`config.mk`:
```
export PLATFORM = sky130hd
export DESIGN_NAME = read_bmp_flat
export DESIGN_NICKNAME = d
export VERILOG_FILES = /design/src/rtl/read_bmp_pkg.sv /design/src/rtl/read_bmp_if.sv /design/src/rtl/read_bmp_pix_fifo2.sv /design/src/rtl/read_bmp.sv /design/src/flat_wrapper.sv
export SDC_FILE = /design/constraint.sdc
export NUM_CORES = 1
export LEC_CHECK = 0
export CORE_ASPECT_RATIO = 1.25
export CORE_MARGIN = 4
export CORE_UTILIZATION = 60
export DETAILED_ROUTE_END_ITERATION = 8
export MAX_ROUTING_LAYER = met4
export PLACE_DENSITY = 0.88
export SLEW_MARGIN = 5
export SYNTH_ARGS = -nofsm -noshare
export SYNTH_HDL_FRONTEND = slang
export SYNTH_SLANG_ARGS = --single-unit
export TNS_END_PERCENT = 20
```
`constraint.sdc`:
```
create_clock -name clk -period 5.45 [get_ports clk]
set_input_delay 1.09 -clock clk [delete_from_list [all_inputs] [get_ports clk]]
set_output_delay 1.09 -clock clk [all_outputs]
set_load 0.01 [all_outputs]
```
`src/rtl/read_bmp_pkg.sv`:
```
// -----------------------------------------------------------------------------
// read_bmp_pkg -- shared video package.
// Holds the frame geometry, the coordinate/address/pixel widths, the readback
// state enum and the rectangle helpers. The write-side placement block imports
// the same package, so both sides use one definition of the frame.
// -----------------------------------------------------------------------------
package read_bmp_pkg;

  localparam int VID_W  = 640;
  localparam int VID_H  = 480;
  localparam int ADDR_W = 19;
  localparam int PIX_W  = 9;
  localparam int X_W    = 10;
  localparam int Y_W    = 9;

  typedef logic [ADDR_W-1:0] addr_t;
  typedef logic [PIX_W-1:0]  pix_t;
  typedef logic [X_W-1:0]    xcoord_t;
  typedef logic [Y_W-1:0]    ycoord_t;
  typedef logic [X_W:0]      xend_t;   // one bit wider so xloc+xwid cannot wrap
  typedef logic [Y_W:0]      yend_t;   // one bit wider so yloc+ywid cannot wrap

  typedef enum logic [1:0] {IDLE, CHK, RD, DRAIN} rd_state_e;

  typedef struct packed {
    xcoord_t xloc;
    ycoord_t yloc;
    xcoord_t xwid;
    ycoord_t ywid;
  } rect_t;

  // A rectangle is legal when it is non-empty and lies entirely inside the frame.
  function automatic logic rect_legal(input rect_t r);
    xend_t x_end;
    yend_t y_end;
    x_end = {1'b0, r.xloc} + {1'b0, r.xwid};
    y_end = {1'b0, r.yloc} + {1'b0, r.ywid};
    return (r.xwid != '0) && (r.ywid != '0) &&
           (x_end <= xend_t'(VID_W)) && (y_end <= yend_t'(VID_H));
  endfunction

  // Linear address of the top-left pixel: row*640+col.
  function automatic addr_t rect_base(input rect_t r);
    return addr_t'(r.yloc) * addr_t'(VID_W) + addr_t'(r.xloc);
  endfunction

endpackage

```
`src/rtl/read_bmp_if.sv`:
```
// -----------------------------------------------------------------------------
// read_bmp_if -- bundle of the readback request, videoMem read port and pixel
// stream.
//   request : start, xloc, yloc, xwid, ywid          (master -> slave)
//   status  : busy, done, err                        (slave  -> master)
//   memory  : raddr, re (slave -> master), rdata (master -> slave, 1-cycle lat.)
//   stream  : pix, pix_vld (slave -> master), pix_rdy (master -> slave)
// The slave modport is the read_bmp block; the master is its environment.
// -----------------------------------------------------------------------------
interface read_bmp_if;
  import read_bmp_pkg::*;

  logic    start;
  xcoord_t xloc;
  ycoord_t yloc;
  xcoord_t xwid;
  ycoord_t ywid;
  addr_t   raddr;
  logic    re;
  pix_t    rdata;
  pix_t    pix;
  logic    pix_vld;
  logic    pix_rdy;
  logic    busy;
  logic    done;
  logic    err;

  modport slave (
    input  start, xloc, yloc, xwid, ywid, rdata, pix_rdy,
    output raddr, re, pix, pix_vld, busy, done, err
  );

  modport master (
    output start, xloc, yloc, xwid, ywid, rdata, pix_rdy,
    input  raddr, re, pix, pix_vld, busy, done, err
  );

endinterface

```
`src/rtl/read_bmp_pix_fifo2.sv`:
```
// -----------------------------------------------------------------------------
// pix_fifo2 -- 2-entry, 9-bit first-in first-out buffer for returned pixels.
//   clk, rst_n : clock, asynchronous active-low reset (flushes the buffer)
//   push, din  : write din this cycle
//   pop        : drop the head entry this cycle (caller guarantees !empty)
//   dout       : head entry (reads 0 after reset)
//   empty      : no entries
//   count      : number of entries (0..2)
// The caller never pushes when full; a simultaneous push and pop keeps the
// count and order unchanged.
// -----------------------------------------------------------------------------
module pix_fifo2
  import read_bmp_pkg::*;
(
  input  logic       clk,
  input  logic       rst_n,
  input  logic       push,
  input  pix_t       din,
  input  logic       pop,
  output pix_t       dout,
  output logic       empty,
  output logic [1:0] count
);

  pix_t mem [2];
  logic wr_ptr;
  logic rd_ptr;

  // NOTE: the two storage words are reset along with the pointers so that dout
  // (and therefore pix) reads a defined 0 out of reset; a deeper RAM would
  // normally be left unreset.
  always_ff @(posedge clk or negedge rst_n) begin
    if (!rst_n) begin
      mem[0] <= '0;
      mem[1] <= '0;
      wr_ptr <= 1'b0;
      rd_ptr <= 1'b0;
      count  <= 2'd0;
    end else begin
      if (push) begin
        mem[wr_ptr] <= din;
        wr_ptr      <= ~wr_ptr;
      end
      if (pop) begin
        rd_ptr <= ~rd_ptr;
      end
      case ({push, pop})
        2'b10:   count <= count + 2'd1;
        2'b01:   count <= count - 2'd1;
        default: count <= count;
      endcase
    end
  end

  assign dout  = mem[rd_ptr];
  assign empty = (count == 2'd0);

endmodule

```
`src/rtl/read_bmp.sv`:
```
// -----------------------------------------------------------------------------
// read_bmp -- reads a rectangle back out of videoMem and streams its pixels in
// raster order (left-to-right, top-to-bottom).
//   clk, rst_n : clock (rising edge), asynchronous active-low reset
//   bus        : read_bmp_if.slave
//     start/xloc/yloc/xwid/ywid : request, sampled only in IDLE
//     raddr/re/rdata            : videoMem read port, rdata one cycle after re
//     pix/pix_vld/pix_rdy       : pixel stream, transfer on pix_vld & pix_rdy
//     busy/done/err             : status; done and err are one-cycle pulses
// Flow control: re is raised only while the pixels already owned (FIFO entries
// left after this cycle's pop plus the rdata landing this cycle) number at most
// one, so the 2-entry FIFO can never overflow yet streams one pixel per cycle.
// -----------------------------------------------------------------------------
module read_bmp
  import read_bmp_pkg::*;
(
  input  logic        clk,
  input  logic        rst_n,
  read_bmp_if.slave   bus
);

  rd_state_e  state;
  rect_t      rect_q;
  xcoord_t    col_cnt;     // columns left in the current row, incl. this one
  ycoord_t    row_cnt;     // rows left, incl. the current one
  logic       re_d;        // a read was issued last cycle: rdata is valid now
  logic       pop;
  logic       credit_ok;
  logic       last_rd;
  logic       fifo_empty;
  logic [1:0] fifo_cnt;
  pix_t       fifo_dout;

  assign pop       = !fifo_empty && bus.pix_rdy;
  assign credit_ok = ({1'b0, fifo_cnt} + {2'b00, re_d} - {2'b00, pop}) <= 3'd1;
  assign last_rd   = (col_cnt == xcoord_t'(1)) && (row_cnt == ycoord_t'(1));

  // re looks at this cycle's pop so a steady stream never stalls.
  assign bus.re      = (state == RD) && credit_ok;
  assign bus.pix_vld = !fifo_empty;
  assign bus.pix     = fifo_dout;

  // NOTE: every register here is updated with <= so all of them sample the
  // pre-edge values; a blocking = would let later statements see new values.
  always_ff @(posedge clk or negedge rst_n) begin
    if (!rst_n) begin
      state     <= IDLE;
      rect_q    <= '0;
      col_cnt   <= '0;
      row_cnt   <= '0;
      bus.raddr <= '0;
      re_d      <= 1'b0;    // also drops rdata from any read issued before reset
      bus.busy  <= 1'b0;
      bus.done  <= 1'b0;
      bus.err   <= 1'b0;
    end else begin
      re_d     <= bus.re;
      bus.done <= 1'b0;
      bus.err  <= 1'b0;
      case (state)
        IDLE: begin
          if (bus.start) begin
            rect_q   <= '{xloc: bus.xloc, yloc: bus.yloc,
                          xwid: bus.xwid, ywid: bus.ywid};
            bus.busy <= 1'b1;
            state    <= CHK;
          end
        end
        CHK: begin
          if (rect_legal(rect_q)) begin
            bus.raddr <= rect_base(rect_q);
            col_cnt   <= rect_q.xwid;
            row_cnt   <= rect_q.ywid;
            state     <= RD;
          end else begin
            bus.err  <= 1'b1;
            bus.busy <= 1'b0;
            state    <= IDLE;
          end
        end
        RD: begin
          if (bus.re) begin
            if (last_rd) begin
              state <= DRAIN;
            end else if (col_cnt == xcoord_t'(1)) begin
              // Wrap to the first column of the next row.
              bus.raddr <= bus.raddr + addr_t'(VID_W + 1) - addr_t'(rect_q.xwid);
              col_cnt   <= rect_q.xwid;
              row_cnt   <= row_cnt - ycoord_t'(1);
            end else begin
              bus.raddr <= bus.raddr + addr_t'(1);
              col_cnt   <= col_cnt - xcoord_t'(1);
            end
          end
        end
        DRAIN: begin
          // Final handshake: the last buffered pixel leaves and nothing is in flight.
          if (pop && (fifo_cnt == 2'd1) && !re_d) begin
            bus.done <= 1'b1;
            bus.busy <= 1'b0;
            state    <= IDLE;
          end
        end
        default: state <= IDLE;
      endcase
    end
  end

  pix_fifo2 u_fifo (
    .clk   (clk),
    .rst_n (rst_n),
    .push  (re_d),
    .din   (bus.rdata),
    .pop   (pop),
    .dout  (fifo_dout),
    .empty (fifo_empty),
    .count (fifo_cnt)
  );

endmodule

```
`src/flat_wrapper.sv`:
```
// flat-port wrapper written by rule: the top's interface ports become plain ports
module read_bmp_flat import read_bmp_pkg::*;
  (clk, rst_n, bus_start, bus_xloc, bus_yloc, bus_xwid, bus_ywid, bus_rdata, bus_pix_rdy, bus_raddr, bus_re, bus_pix, bus_pix_vld, bus_busy, bus_done, bus_err);
  read_bmp_if bus_i ();
  input  logic clk;
  input  logic rst_n;
  input wire logic [$bits(bus_i.start)-1:0] bus_start;
  input wire logic [$bits(bus_i.xloc)-1:0] bus_xloc;
  input wire logic [$bits(bus_i.yloc)-1:0] bus_yloc;
  input wire logic [$bits(bus_i.xwid)-1:0] bus_xwid;
  input wire logic [$bits(bus_i.ywid)-1:0] bus_ywid;
  input wire logic [$bits(bus_i.rdata)-1:0] bus_rdata;
  input wire logic [$bits(bus_i.pix_rdy)-1:0] bus_pix_rdy;
  output wire logic [$bits(bus_i.raddr)-1:0] bus_raddr;
  output wire logic [$bits(bus_i.re)-1:0] bus_re;
  output wire logic [$bits(bus_i.pix)-1:0] bus_pix;
  output wire logic [$bits(bus_i.pix_vld)-1:0] bus_pix_vld;
  output wire logic [$bits(bus_i.busy)-1:0] bus_busy;
  output wire logic [$bits(bus_i.done)-1:0] bus_done;
  output wire logic [$bits(bus_i.err)-1:0] bus_err;
  assign bus_i.start = bus_start;
  assign bus_i.xloc = bus_xloc;
  assign bus_i.yloc = bus_yloc;
  assign bus_i.xwid = bus_xwid;
  assign bus_i.ywid = bus_ywid;
  assign bus_i.rdata = bus_rdata;
  assign bus_i.pix_rdy = bus_pix_rdy;
  assign bus_raddr = bus_i.raddr;
  assign bus_re = bus_i.re;
  assign bus_pix = bus_i.pix;
  assign bus_pix_vld = bus_i.pix_vld;
  assign bus_busy = bus_i.busy;
  assign bus_done = bus_i.done;
  assign bus_err = bus_i.err;
  read_bmp u_core (.clk(clk), .rst_n(rst_n), .bus(bus_i));
endmodule
```
==> results.sh <==
export IMPL_outcome="finished clean"
export IMPL_core_area_um2=12900
export IMPL_yosysWarnings=0
export IMPL_layout_common_cells="104 x dfrtp_1, 84 x ha_1, 82 x clkdlybuf4s50_1"
export IMPL_syn_nets=1000
export IMPL_drtAntennaViolNets=0
export IMPL_initial_core_util_pct=61.9
export IMPL_whs_ns=0.504
export IMPL_crit_start="bus_pix_rdy"
export IMPL_fp_dieW_um=111
export IMPL_syn2layout_area_growth_pct=15.6
export IMPL_cp_arrival_ns=3.81
export IMPL_cts_buffers_inserted=9
export IMPL_synth_area_leader_cell="dfrtp_1"
export IMPL_worst_pin_slew_ns=1.04
export IMPL_final_common_cell="dfrtp_1"
export IMPL_grt_pass1_vias=6912
export IMPL_nNetsFinal=1072
export IMPL_cts_resized=0
export IMPL_drc=0
export IMPL_holdBufCountCts=0
export IMPL_min_from="u_core.u_fifo.wr_ptr"
export IMPL_root_buffer="clkbuf_16"
export IMPL_skew_ns=0.00643
export IMPL_hold_violations=0
export IMPL_antenna_found_initial=0
export IMPL_holdCritPathClass="reg2reg"
export IMPL_ys_flop_type="dfrtp_1"
export IMPL_crit_chain="clkdlybuf4s50_1 -> nor2b_1 -> ha_1 -> inv_1 -> ha_1 -> inv_1 -> fa_1 -> xnor2_1 -> nand2_1 -> nor2_1 -> clkdlybuf4s50_1"
export IMPL_rsz0062_at_grt="false"
export IMPL_cp_top_family="buffers and inverters"
export IMPL_synth_async_reset_ratio_pct=100
export IMPL_avgSynthCellArea_um2=9.30
export IMPL_grtUsageTotal_pct=27.0
export IMPL_io_buffers=83
export IMPL_insertion_delay_ns=0.36
export IMPL_cts_buffer_depth=2
export IMPL_dp_hpwl_um=14500
export IMPL_vias=6856
export IMPL_insertedDiodeCount=0
export IMPL_tns_ns=0
export IMPL_synth_yosys_seq_area_share_pct=32.6
export IMPL_relSlewSlack_pct=30.6
export IMPL_r2r_start="u_core.rect_q[9]"
export IMPL_vias_per_cell=6.22
export IMPL_routedWlPerCell_um=17.6
export IMPL_critPathRequiredTime_ns=4.36
export IMPL_report_final_slew_viol_count=0
export IMPL_r2r_slack_ns=1.39
export IMPL_finalCriticalPeriod_ns=4.90
export IMPL_cts_tree="built"
export IMPL_rows=46
export IMPL_cp_num_buf_inv=4
export IMPL_gp_congestion=0.943
export IMPL_fp_dieArea_um2=15200
export IMPL_fp_dieH_um=137
export IMPL_grt_pass1_wl_um=32800
export IMPL_setup_violations=0
export IMPL_numClockSinks=104
export IMPL_worst_setup_path_start_kind="primary input"
export IMPL_crit_fanout=4
export IMPL_synthCells=859
export IMPL_crit_path_max_incr_delay_ns=0.58
export IMPL_clock_fmax_ghz=0.204
export IMPL_syn_area_um2=7990
export IMPL_crit_path_end_kind="output pin"
export IMPL_wl_um=19400
export IMPL_yosys_top_cells_area="dfrtp_1 33%, ha_1 13%, mux2_2 9.3%"
export IMPL_overflow=0
export IMPL_clkTransAtPathRegs_ns=0.07
export IMPL_ios=84
export IMPL_worst_setup_path_type="in2out"
export IMPL_yosysUniqueCellTypes=73
export IMPL_drv_cap=0
export IMPL_cts_setup_buffers=0
export IMPL_drive_gt1_share_pct=11.3
export IMPL_synth_enable_flop_cells=0
export IMPL_grt_max_degree=59
export IMPL_ys_seq_elements=104
export IMPL_firstDrtPassIters=6
export IMPL_h_tree_depth=3
export IMPL_slowest_stage="clkdlybuf4s50_1"
export IMPL_post_synth_top_area_fraction_pct=32.6
export IMPL_drt_iter0_drc=401
export IMPL_finalCritPeriodShare_pct=90.0
[kinds of logic after synthesis]
family,count (synthesis),share of synthesized area (%)
AND/OR/NAND/NOR,232,14.3
AO/OA/AOI/OAI,228,19.5
flip-flops,104,32.6
buffers and inverters,93,4.56
adder cells (fa/ha/maj),90,14.7
multiplexers,70,9.81
XOR/XNOR,42,4.61
[sequential cells by signal, summed over array words and instances (netlist names), named ones only]
signal and flops:
u_core.row_cnt 9, u_core.bus.err 1, u_core.bus.done 1, u_core.u_fifo.wr_ptr 1, u_core.bus.raddr 19, u_core.re_d 1, u_core.u_fifo.rd_ptr 1, u_core.bus.busy 1
u_core.u_fifo.mem 18, u_core.col_cnt 10, u_core.state 1, u_core.rect_q 38, u_core.u_fifo.count 2
[per-layer routing]
metal	wire [um]	track usage [%]	part of all wire, %
met5	0	-	0
met4	663	12.5	3.4
met3	879	4.02	4.5
met2	9820	46.2	51
met1	8000	31.5	41
[worst reg2reg max path: cells and delay by family, from the launching register on]
| family | cells | cell delay, ns |
|---|---|---|
| AOI/OAI and AO/OA | 6 | 1.78 |
| and+or+nand+nor | 2 | 0.77 |
| adders and majority gates | 2 | 0.71 |
| DFF | 1 | 0.45 |
| buffers and inverters | 1 | 0.27 |
[synthesized netlist by cell type (all sizes together), types with 7 or more instances]
master and number:
or2 8, o21bai 7, nand4 8, a221oi 8, clkbuf 21, a21o 14, o21ai 57, nor2 51
inv 65, nand3 21, a211oi 18, nor2b 8, a31oi 10, o31ai 17, ha 84, mux2 66
dfrtp 104, xor2 13, nand2 72, nor4 19, buf 7, nor3 12, xnor2 29, a21oi 45
and3 10
[stage by stage]
| stage | worst slack [ns] | util (%) | instance area, um2 | instances |
|---|---|---|---|---|
| after CTS | 0.516 | 71.6 | 9240 | 1103 |
| after floorplan | 1.67 | - | 7990 | 859 |
| after detailed placement | 0.531 | 69.4 | 8950 | 1088 |
| final | 0.545 | 71.6 | 9240 | 1103 |
| after global placement | 0.642 | 69.4 | 8950 | 1088 |
| after global routing | 0.368 | 71.6 | 9240 | 1103 |
[final timing paths]
check | end | depth (start not counted)
setup / recovery | bus_re | 11
hold / removal | u_core.u_fifo.wr_ptr | 1
setup reg to reg | u_core.col_cnt[6] | 11
hold reg to reg | u_core.u_fifo.wr_ptr | 1
max in group asynchronous | u_core.rect_q[27] | 2
min in group asynchronous | u_core.u_fifo.mem[10] | 1
[final cells by class]
cell class | instances | area, um2
multi-input combinational | 662 | 5020
fill | 959 | 3660
sequential | 104 | 2600
timing repair buffer | 89 | 873
inverter | 65 | 244
clock buffer | 10 | 229
tap | 168 | 210
clock inverter | 5 | 56.3
Power is not shown: default switching activity piles up to over one toggle a cycle in this logic, so the estimate is an artifact.
